==> config.mk <==
export PLATFORM = sky130hd
export DESIGN_NAME = audio_mixer
export DESIGN_NICKNAME = d
export VERILOG_FILES = /design/src/rtl/audio_mixer.sv
export SDC_FILE = /design/constraint.sdc
export NUM_CORES = 1
export LEC_CHECK = 0
export ABC_AREA = 1
export CORE_AREA = 4 4 189 191
export CTS_CLUSTER_SIZE = 28
export DETAILED_ROUTE_END_ITERATION = 12
export DIE_AREA = 0 0 193 195
export PLACE_DENSITY = 0.77
export SETUP_SLACK_MARGIN = 0.1
export SYNTH_ARGS = -nofsm -noshare
export SYNTH_HDL_FRONTEND = slang
export SYNTH_SLANG_ARGS = --single-unit
export TNS_END_PERCENT = 50
==> constraint.sdc <==
create_clock -name clk -period 7.9 [get_ports clk]
set_clock_uncertainty 0.05 [all_clocks]
set_input_delay 1.58 -clock clk [delete_from_list [all_inputs] [get_ports clk]]
set_output_delay 1.58 -clock clk [all_outputs]
set_load 0.03 [all_outputs]
==> src/rtl/audio_mixer.sv <==
// audio_mixer: gain/saturating stereo mixer with fractional sample ticks and speaker DC decay; `define AUDIO_MIXER_CLIP_EN for sticky clip flags
module audio_mixer #(
  parameter int unsigned CLOCK_SPEED_HZ = 27_000_000,
  parameter int unsigned SAMPLE_RATE = 44100,
  parameter logic [15:0] SPEAKER_AMP = 16'h2000,
  parameter int unsigned SPEAKER_IDLE_SAMPLES = 2205,
  parameter logic [15:0] SPEAKER_DECAY_STEP = 16'h0040
) (
  input  logic        clk,
  input  logic        reset,
  input  logic [15:0] ssp_audio_i,
  input  logic [9:0]  mb_audio_l_i,
  input  logic [9:0]  mb_audio_r_i,
  input  logic        speaker_i,
  input  logic        speaker_en_i,
  input  logic [3:0]  ssp_gain_i,
  input  logic [3:0]  mb_gain_i,
  input  logic [3:0]  spk_gain_i,
  input  logic        mute_i,
  input  logic        clip_clr_i,
  output logic [15:0] audio_l_o,
  output logic [15:0] audio_r_o,
  output logic        sample_strobe_o,
  output logic        clip_l_o,
  output logic        clip_r_o
);
  localparam int IW = $clog2(SPEAKER_IDLE_SAMPLES + 1);

  logic [31:0] acc_q, acc_d;
  logic [32:0] acc_sum;
  logic        tick;
  logic        sync1_q, sync2_q, prev_q, spk_edge, spk_sat;
  logic [15:0] amp_q, amp_d, spk_term;
  logic [IW-1:0] idle_q, idle_d;
  logic        v1_q, mute1_q;
  logic [15:0] ssp1_q, mbl1_q, mbr1_q, spk1_q;
  logic [3:0]  gs1_q, gm1_q, gk1_q;
  logic        v2_q, mute2_q;
  logic [16:0] ssp2_q, mbl2_q, mbr2_q, spk2_q;
  logic [16:0] ssp2_d, mbl2_d, mbr2_d, spk2_d;
  logic [18:0] sum_l, sum_r;
  logic        sat_l, sat_r, clip_l_new, clip_r_new;
  logic [15:0] audio_l_q, audio_r_q, audio_l_d, audio_r_d;
  logic        strobe_q;

  // Phase accumulator wrap and speaker amplitude/idle bookkeeping
  always_comb begin
    acc_sum = {1'b0, acc_q} + 33'(SAMPLE_RATE);
    tick = acc_sum >= 33'(CLOCK_SPEED_HZ);
    acc_d = tick ? 32'(acc_sum - 33'(CLOCK_SPEED_HZ)) : acc_sum[31:0];
    spk_edge = sync2_q ^ prev_q;
    spk_sat = idle_q >= IW'(SPEAKER_IDLE_SAMPLES - 1);
    idle_d = spk_edge ? '0 : !tick ? idle_q : spk_sat ? IW'(SPEAKER_IDLE_SAMPLES) : idle_q + IW'(1);
    amp_d = spk_edge ? SPEAKER_AMP : !(tick && spk_sat) ? amp_q :
            amp_q >= SPEAKER_DECAY_STEP ? amp_q - SPEAKER_DECAY_STEP : '0;
    spk_term = (sync2_q && speaker_en_i) ? amp_q : '0;
  end

  // Tick generator, speaker synchroniser and decay state
  always_ff @(posedge clk) begin
    if (reset) begin
      acc_q <= '0;
      sync1_q <= 1'b0;
      sync2_q <= 1'b0;
      prev_q <= 1'b0;
      amp_q <= SPEAKER_AMP;
      idle_q <= '0;
    end else begin
      acc_q <= acc_d;
      sync1_q <= speaker_i;
      sync2_q <= sync1_q;
      prev_q <= sync2_q;
      amp_q <= amp_d;
      idle_q <= idle_d;
    end
  end

  // Stage 1: capture sources, gains and mute on the tick
  always_ff @(posedge clk) begin
    if (reset) begin
      v1_q <= 1'b0;
      mute1_q <= 1'b0;
      ssp1_q <= '0;
      mbl1_q <= '0;
      mbr1_q <= '0;
      spk1_q <= '0;
      gs1_q <= '0;
      gm1_q <= '0;
      gk1_q <= '0;
    end else begin
      v1_q <= tick;
      if (tick) begin
        mute1_q <= mute_i;
        ssp1_q <= ssp_audio_i;
        mbl1_q <= {1'b0, mb_audio_l_i, 5'b0};
        mbr1_q <= {1'b0, mb_audio_r_i, 5'b0};
        spk1_q <= spk_term;
        gs1_q <= ssp_gain_i;
        gm1_q <= mb_gain_i;
        gk1_q <= spk_gain_i;
      end
    end
  end

  // Gain scaling (8 = unity) and per-channel saturating sum
  always_comb begin
    ssp2_d = 17'((20'(ssp1_q) * 20'(gs1_q)) >> 3);
    mbl2_d = 17'((20'(mbl1_q) * 20'(gm1_q)) >> 3);
    mbr2_d = 17'((20'(mbr1_q) * 20'(gm1_q)) >> 3);
    spk2_d = 17'((20'(spk1_q) * 20'(gk1_q)) >> 3);
    sum_l = 19'(ssp2_q) + 19'(mbl2_q) + 19'(spk2_q);
    sum_r = 19'(ssp2_q) + 19'(mbr2_q) + 19'(spk2_q);
    sat_l = |sum_l[18:16];
    sat_r = |sum_r[18:16];
    audio_l_d = mute2_q ? '0 : sat_l ? 16'hFFFF : sum_l[15:0];
    audio_r_d = mute2_q ? '0 : sat_r ? 16'hFFFF : sum_r[15:0];
    clip_l_new = v2_q && !mute2_q && sat_l;
    clip_r_new = v2_q && !mute2_q && sat_r;
  end

  // Stage 2: register scaled terms
  always_ff @(posedge clk) begin
    if (reset) begin
      v2_q <= 1'b0;
      mute2_q <= 1'b0;
      ssp2_q <= '0;
      mbl2_q <= '0;
      mbr2_q <= '0;
      spk2_q <= '0;
    end else begin
      v2_q <= v1_q;
      if (v1_q) begin
        mute2_q <= mute1_q;
        ssp2_q <= ssp2_d;
        mbl2_q <= mbl2_d;
        mbr2_q <= mbr2_d;
        spk2_q <= spk2_d;
      end
    end
  end

  // Stage 3: outputs and strobe update together, holding between samples
  always_ff @(posedge clk) begin
    if (reset) begin
      strobe_q <= 1'b0;
      audio_l_q <= '0;
      audio_r_q <= '0;
    end else begin
      strobe_q <= v2_q;
      if (v2_q) begin
        audio_l_q <= audio_l_d;
        audio_r_q <= audio_r_d;
      end
    end
  end

  assign audio_l_o = audio_l_q;
  assign audio_r_o = audio_r_q;
  assign sample_strobe_o = strobe_q;

`ifdef AUDIO_MIXER_CLIP_EN
  logic clip_l_q, clip_r_q;

  // Sticky clip flags; a new clip wins over a simultaneous clear
  always_ff @(posedge clk) begin
    if (reset) begin
      clip_l_q <= 1'b0;
      clip_r_q <= 1'b0;
    end else begin
      clip_l_q <= (clip_l_q && !clip_clr_i) || clip_l_new;
      clip_r_q <= (clip_r_q && !clip_clr_i) || clip_r_new;
    end
  end

  assign clip_l_o = clip_l_q;
  assign clip_r_o = clip_r_q;
`else
  logic unused_clip;
  assign unused_clip = ^{clip_clr_i, clip_l_new, clip_r_new};
  assign clip_l_o = 1'b0;
  assign clip_r_o = 1'b0;
`endif
endmodule
==> metrics.yaml, run 1 <==
synth:
  synth-xor-area-share_pct: 4.306
  synth_top_area_share_pct: 23.07
  synth.lib_cells_used.distinct: 52
  async_reset_ff_share_pct: 0
  synthFlopType: "dfxtp_1"
  syn_inst: 2776
  synth_top_family_by_area: "simple AND/OR/NAND/NOR gates"
  synth_fa_ha_area_share_pct: 20.28
  synth_edf_count: 0
  ys_seq_area_share_pct: 23.07
  synth_area_leader_cell: "dfxtp_1"
  synth_area_um2: 18480
  yosys-top-cells-count: "754 x nand2_1, 475 x inv_1, 237 x nor2_1, 223 x a21oi_1, 213 x dfxtp_1"
  synthMuxAreaShare_pct: 0
  yosys_warnings: 0
  synthSimpleGateAreaFrac_pct: 27.46
  synth_most_common_cell: "nand2_1"
  avgSynthCellArea_um2: 6.658
  ys_seq_elements: 213
  synthTopCellsByArea: "dfxtp_1 23%, nand2_1 15%, fa_1 12%"
  synth-compound-area-share_pct: 12.47
power:
  ir_drop_uv: 277.7
  p_comb_share_pct: 52.4
  power_density_nw_per_um2: 320.2
  power_switching_uw: 3196
  power_frac_seq_pct: 27.7
  leakagePower_uw: 0.01087
  swShare_pct: 48.78
  internal-power_uw: 3356
  clkPwrFrac_pct: 19.9
final_layout:
  drive_gt1_share_pct: 3.993
  n_fill_cell: 3228
  final_cell_area_um2: 20460
  nNetsFinal: 3098
  area.growth.synth_to_final_pct: 10.73
  antenna_cells: 0
  final_cell_count_no_fill: 3285
setup_path:
  rr_worst_depth: 21
  rr_startpoint: "gk1_q[3]$_SDFFE_PP0N_"
  timing_worst_setup_path_type: "reg -> reg"
  cp.required_ns: 8.31
  reg2reg_to: "spk2_q[13]$_SDFFE_PP0P_"
  cp-end-kind: "flip-flop"
  worst-r2r-setup-slack_ns: 3.49
  worstPathMaxFanout: 12
  worstSetupStartpointType: "flip-flop"
  arrival_ns: 4.82
sta:
  max_freq_mhz: 227.0
  finalSetupViolCount: 0
  slew_violations: 0
  worst_pin_slew_ns: 0.9376
  rsz0062_at_grt: "no"
  tns_ns: 0
  min_period_ns: 4.406
  finalCritPeriodShare_pct: 55.77
  slew_headroom_pct: 37.01
  hold_viol: 0
clock_tree:
  cts-htree-levels: 1
  tritoncts: "yes"
  cts_resized: 0
  clk_pin_slew_ns: 0.06
  cts_num_sinks: 213
  hold_buffers: 0
  insertion_delay_ns: 0.57
  post-cts-setup-buffers: 0
  clockBufferDepth: 3
  cts_made_buffers: 27
  root_buffer: "clkbuf_16"
die:
  dieHeight_um: 195
  io_pins: 89
  core_um2: 34120
  chipWidth_um: 193
  row_count: 68
  initial_core_util_pct: 54.17
  die_area_um2: 37640
hold_path:
  whs_endpoint: "sync2_q$_SDFF_PP0_"
  min_path_type: "reg -> reg"
  hold_path.startpoint: "sync1_q$_SDFF_PP0_"
  holdPathStages: 2
route:
  vias: 17170
  first_pass_iters: 5
  wire_per_inst_um: 14.16
  viasPerCell: 5.227
  ant_nets: 0
  drt-total-wl_um: 46500
  drc: 0
  drt_iter0_drc: 1206
place:
  io_buffer_count: 85
  dp_hpwl_um: 36260
  dpl.cell_count: 3237
  place_congestion: 0.9352
  placed_area_um2: 19530
global_routing:
  grt_overflow_total: 0
  first_global_vias: 16480
  grt_usage_pct: 24.63
  antenna_found_initial: 0
  grt_first_pass_wirelength_um: 77930
  grt_max_degree: 74
run:
  drv_cap: 0
outcome:
  status: "finished clean"
routing by layer:
metal,GRT usage (%),vias up,wire length (um)
li1,-,8732,-
met1,33.21,7976,21080
met2,41.90,376,21970
met3,2.878,88,2234
met4,6.740,0,1224
met5,0,-,0
worst max-delay path by stage:
stage / to / slack, ns / start
2_1_floorplan: ssp2_q[13]$_SDFFE_PP0P_ / 4.03 / gs1_q[3]$_SDFFE_PP0N_
3_3_place_gp: spk2_q[13]$_SDFFE_PP0P_ / 3.52 / gk1_q[3]$_SDFFE_PP0N_
3_5_place_dp: spk2_q[13]$_SDFFE_PP0P_ / 3.54 / gk1_q[3]$_SDFFE_PP0N_
4_1_cts: spk2_q[13]$_SDFFE_PP0P_ / 3.50 / gk1_q[3]$_SDFFE_PP0N_
5_1_grt: spk2_q[13]$_SDFFE_PP0P_ / 2.97 / gk1_q[3]$_SDFFE_PP0N_
6_report: spk2_q[13]$_SDFFE_PP0P_ / 3.49 / gk1_q[3]$_SDFFE_PP0N_
registers in the layout (all words and copies together) (netlist names), 4 cells and up:
register   count
ssp2_q        17
ssp1_q        16
mbr1_q        10
mbr2_q        14
gk1_q          4
audio_l_o     16
spk1_q        11
idle_q        12
gs1_q          4
acc_q         30
audio_r_o     16
spk2_q        17
gm1_q          4
mbl2_q        14
mbl1_q        10
amp_q         10
logic make-up (layout without fill, tap and decap cells):
kind of cell    Yosys count  in the layout
compound gates          426            426
xor+xnor                 90             90
fa+ha+maj               233            233
buf+inv                 582            635
flops                   213            213
other cells               1              2
simple gates           1231           1231
power by group through the flow:
stage               sequential, uW  combinational [uW]  clock (uW)
detailed placement            1830                3390           0
global placement              1820                3320           0
floorplan                     1730                2650           0
CTS                           1810                3420        1330
finish                        1810                3430        1310
global route                  1860                3900        1380
critical path, cell delays in order (launching register included):
cell and delay, ns:
dfxtp_1 0.58, nand2_1 0.19, inv_1 0.10, ha_1 0.17
inv_1 0.04, o21ai_0 0.46, inv_1 0.13, fa_1 0.52
inv_1 0.04, ha_1 0.35, nand2_1 0.08, inv_1 0.05
a21boi_0 0.13, o21ai_0 0.37, inv_1 0.13, o21a_1 0.21
o21ai_0 0.26, nand3_1 0.14, nand3_1 0.10, nand3_1 0.09
nand2_1 0.09, inv_1 0.04
layout make-up:
cell class                 instances  area [um^2]  area share, %
timing repair buffer              93        908.4          4.439
inverter                         494         1854          9.061
tap                              455        569.3          2.782
clock buffer                      37        763.2          3.730
clock inverter                    11        172.7         0.8437
multi-input combinational       1982        11930          58.30
sequential                       213         4265          20.84
placed cells by master (no fill, tap or decap), types with 4 or more instances in the layout:
master           instances
a21o_1                   5
a21oi_1                223
a21oi_2                  9
a31oi_1                  6
buf_4                    9
bufinv_16                4
clkbuf_1                 5
clkbuf_16               27
clkbuf_8                 5
clkdlybuf4s50_1         84
clkinv_1                 6
clkinv_2                 5
dfxtp_1                212
fa_1                   111
ha_1                   122
inv_1                  475
inv_2                   13
nand2_1                754
nand2_2                 11
nand3_1                138
nand3_2                 10
nand3b_1                 5
nand4_1                 23
nor2_1                 237
nor2_2                  11
nor3_1                  25
nor4_1                   6
o211ai_1                10
o21ai_0                130
o21ai_1                 12
o21bai_1                 7
o221ai_1                 6
xnor2_1                 19
xor2_1                  70
metrics by stage:
| stage | total power, uW | setup slack [ns] | util, % | hold slack (ns) |
|---|---|---|---|---|
| 2_1_floorplan | 4383 | 4.033 | - | 0.3383 |
| 3_3_place_gp | 5135 | 3.519 | 57.24 | 0.3497 |
| 3_5_place_dp | 5217 | 3.536 | 57.24 | 0.3491 |
| 4_1_cts | 6560 | 3.498 | 59.98 | 0.3564 |
| 5_1_grt | 7138 | 2.975 | 59.98 | 0.3951 |
| 6_report | 6552 | 3.494 | 59.98 | 0.3548 |
Note: power is estimated with default switching activity, not from simulation.
==> run 2: changes to the inputs <==
--- a/config.mk
+++ b/config.mk
@@ -10,7 +10,7 @@
 export CTS_CLUSTER_SIZE = 28
 export DETAILED_ROUTE_END_ITERATION = 12
 export DIE_AREA = 0 0 193 195
-export PLACE_DENSITY = 0.77
+export PLACE_DENSITY = 0.8
 export SETUP_SLACK_MARGIN = 0.1
 export SYNTH_ARGS = -nofsm -noshare
 export SYNTH_HDL_FRONTEND = slang
==> constraint.sdc (replaced) <==
create_clock -name clk -period 4 [get_ports clk]
set_clock_uncertainty 0.05 [all_clocks]
set_input_delay 0.8 -clock clk [delete_from_list [all_inputs] [get_ports clk]]
set_output_delay 0.8 -clock clk [all_outputs]
set_load 0.03 [all_outputs]
==> run 2 against run 1 <==
Compared with the run above:
- clock power grew 85%
- final area increased by 0.83%
- fmax rose by 21%
- via count up 0.22%
- core utilization grew 0.50 points
- critical path type unchanged
- critical endpoint is now ssp2_q[13]$_SDFFE_PP0P_
==> metrics.yaml, run 2 (same netlist as run 1, synthesis figures left out) <==
global_routing:
  use_met1_pct: 32.59  # was 33.21%
  grt_max_degree: 77  # was 74
  grt_usage_pct: 24.34  # was 24.63%
  grtUsageMet2_pct: 41.68  # was 41.90%
  grt_first_pass_wirelength_um: 77500  # was 77930 um
  busiest_layer: "met2"  # unchanged
  use_met3_pct: 2.789  # was 2.878%
  antenna_found_initial: 0  # unchanged
  grt_overflow_total: 0  # unchanged
  first_global_vias: 16630  # was 16480
clock_tree:
  clockBufferDepth: 3  # unchanged
  post-cts-setup-buffers: 0  # unchanged
  cts_resized: 0  # unchanged
  root_buffer: "clkbuf_16"  # unchanged
  cts_made_buffers: 26  # was 27
  insertion_delay_ns: 0.56  # was 0.57 ns
  hold_buffers: 0  # unchanged
  cts_num_sinks: 213  # unchanged
  cts-htree-levels: 1  # unchanged
  clk_pin_slew_ns: 0.06  # about the same
  tritoncts: "yes"  # unchanged
final_layout:
  area.growth.synth_to_final_pct: 11.65  # was 10.73%
  final_cell_count_no_fill: 3304  # was 3285
  largest_register_ff_count: 30  # unchanged
  nNetsFinal: 3119  # was 3098
  final_common_cell: "nand2_1"  # unchanged
  antenna_cells: 0  # unchanged
  drive_gt1_share_pct: 4.984  # was 3.993%
  regMostFlops: "acc_q"  # unchanged
  reg_top3: "acc_q: 30 flops, spk2_q: 17 flops, ssp2_q: 17 flops"  # unchanged
  final_cell_area_um2: 20630  # was 20460 um^2
  layout_common_cells: "753 x nand2_1, 475 x inv_1, 237 x nor2_1, 223 x a21oi_1, 208 x dfxtp_1"  # was 754 x nand2_1, 475 x inv_1, 237 x nor2_1, 223 x a21oi_1, 212 x dfxtp_1
setup_path:
  worstPathMaxFanout: 7  # was 12
  timing_worst_setup_path_type: "reg -> reg"  # unchanged
  arrival_ns: 4.03  # was 4.82 ns
  worstSetupStartpointType: "flip-flop"  # unchanged
  cp.required_ns: 4.39  # was 8.31 ns
  cp-end-kind: "flip-flop"  # unchanged
die:
  initial_core_util_pct: 54.17  # unchanged
  chipWidth_um: 193  # unchanged
  io_pins: 89  # unchanged
  row_count: 68  # unchanged
  dieHeight_um: 195  # unchanged
  core_um2: 34120  # unchanged
  die_area_um2: 37640  # unchanged
sta:
  holdWs_ns: 0.3555  # was 0.3548 ns
  tns_ns: 0  # unchanged
  finalCritPeriodShare_pct: 91.04  # was 55.77%
  slew_violations: 0  # unchanged
  finalSetupViolCount: 0  # unchanged
  max_freq_mhz: 274.6  # was 227.0 MHz
  min_period_ns: 3.641  # was 4.406 ns
  rsz0062_at_grt: "yes"  # was no
  slew_headroom_pct: 41.29  # was 37.01%
  hold_viol: 0  # unchanged
  worst_pin_slew_ns: 0.8752  # was 0.9376 ns
route:
  viasPerCell: 5.209  # was 5.227
  ant_nets: 0  # unchanged
  drt_iter0_drc: 1067  # was 1206
  drt-total-wl_um: 45680  # was 46500 um
  wire_per_inst_um: 13.83  # was 14.16 um
  first_pass_iters: 6  # was 5
  drc: 0  # unchanged
  vias: 17210  # was 17170
power:
  leakagePower_uw: 0.01095  # was 0.01087 uW
  power_switching_uw: 6205  # was 3196 uW
  internal-power_uw: 6613  # was 3356 uW
  power_frac_seq_pct: 27.8  # was 27.7%
  power_density_nw_per_um2: 621.2  # was 320.2 nW/um^2
  power_uw: 12820  # was 6552 uW
  ir_drop_uv: 412.4  # was 277.7 uV
  swShare_pct: 48.41  # was 48.78%
  clkPwrFrac_pct: 18.9  # was 19.9%
  p_comb_share_pct: 53.3  # was 52.4%
place:
  dpl.cell_count: 3259  # was 3237
  io_buffer_count: 85  # unchanged
  place_congestion: 0.9294  # was 0.9352
  placed_area_um2: 19710  # was 19530 um^2
  dp_hpwl_um: 35880  # was 36260 um
hold_path:
  min_path_type: "reg -> reg"  # unchanged
outcome:
  status: "finished clean"  # unchanged
run:
  drv_cap: 0  # unchanged
## run 2: area by class of cell
| type | instances | area [um^2] |
|---|---|---|
| Clock buffer | 37 | 742.0 |
| Clock inverter | 8 | 130.1 |
| Fill cell | 3188 | 13480 |
| Inverter | 494 | 1854 |
| Multi-Input combinational cell | 1982 | 11980 |
| Sequential cell | 213 | 4270 |
| Tap cell | 455 | 569.3 |
| Timing Repair Buffer | 115 | 1086 |
## run 2: metal layers
layer | vias up | wire length, um
met5 | - | 0
met4 | 0 | 1166
met3 | 82 | 2224
met2 | 417 | 21360
met1 | 7940 | 20930
li1 | 8771 | -
## run 2: critical path, stage by stage (launching register included)
cell,delay [ns]
dfxtp_1,0.45
nand2_1,0.12
fa_1,0.52
fa_1,0.53
fa_1,0.48
nor2_1,0.12
nor2_1,0.07
o21ai_0,0.25
nand2_1,0.08
nand2_1,0.10
inv_1,0.07
o21ai_1,0.21
nand4_1,0.14
nand3_1,0.10
nand3_1,0.08
o211ai_1,0.12
inv_1,0.05
## run 2: power by group through the flow
stage	Combinational [uW]	Sequential [uW]	Clock [uW]
after floorplan	5230	3420	0
after global placement	6610	3570	0
after detailed placement	6760	3580	0
after CTS	6820	3550	2480
after global routing	7820	3650	2560
final	6830	3560	2430
## run 2: worst paths after layout
path / endpoint / cells past startpoint / startpoint / slack (ns)
hold reg to reg: sync2_q$_SDFF_PP0_ / 2 / sync1_q$_SDFF_PP0_ / 0.36
setup reg to reg: ssp2_q[13]$_SDFFE_PP0P_ / 16 / gs1_q[3]$_SDFFE_PP0N_ / 0.36
setup / recovery: ssp2_q[13]$_SDFFE_PP0P_ / 16 / gs1_q[3]$_SDFFE_PP0N_ / 0.36
hold / removal: sync2_q$_SDFF_PP0_ / 2 / sync1_q$_SDFF_PP0_ / 0.36
## run 2: per-stage QoR
| stage | setup slack (ns) | utilization, % |
|---|---|---|
| after global routing | 0.008765 | 60.48 |
| after detailed placement | 0.1421 | 57.76 |
| after floorplan | 0.1325 | - |
| after global placement | 0.2364 | 57.76 |
| final | 0.3585 | 60.48 |
| after CTS | 0.1082 | 60.32 |
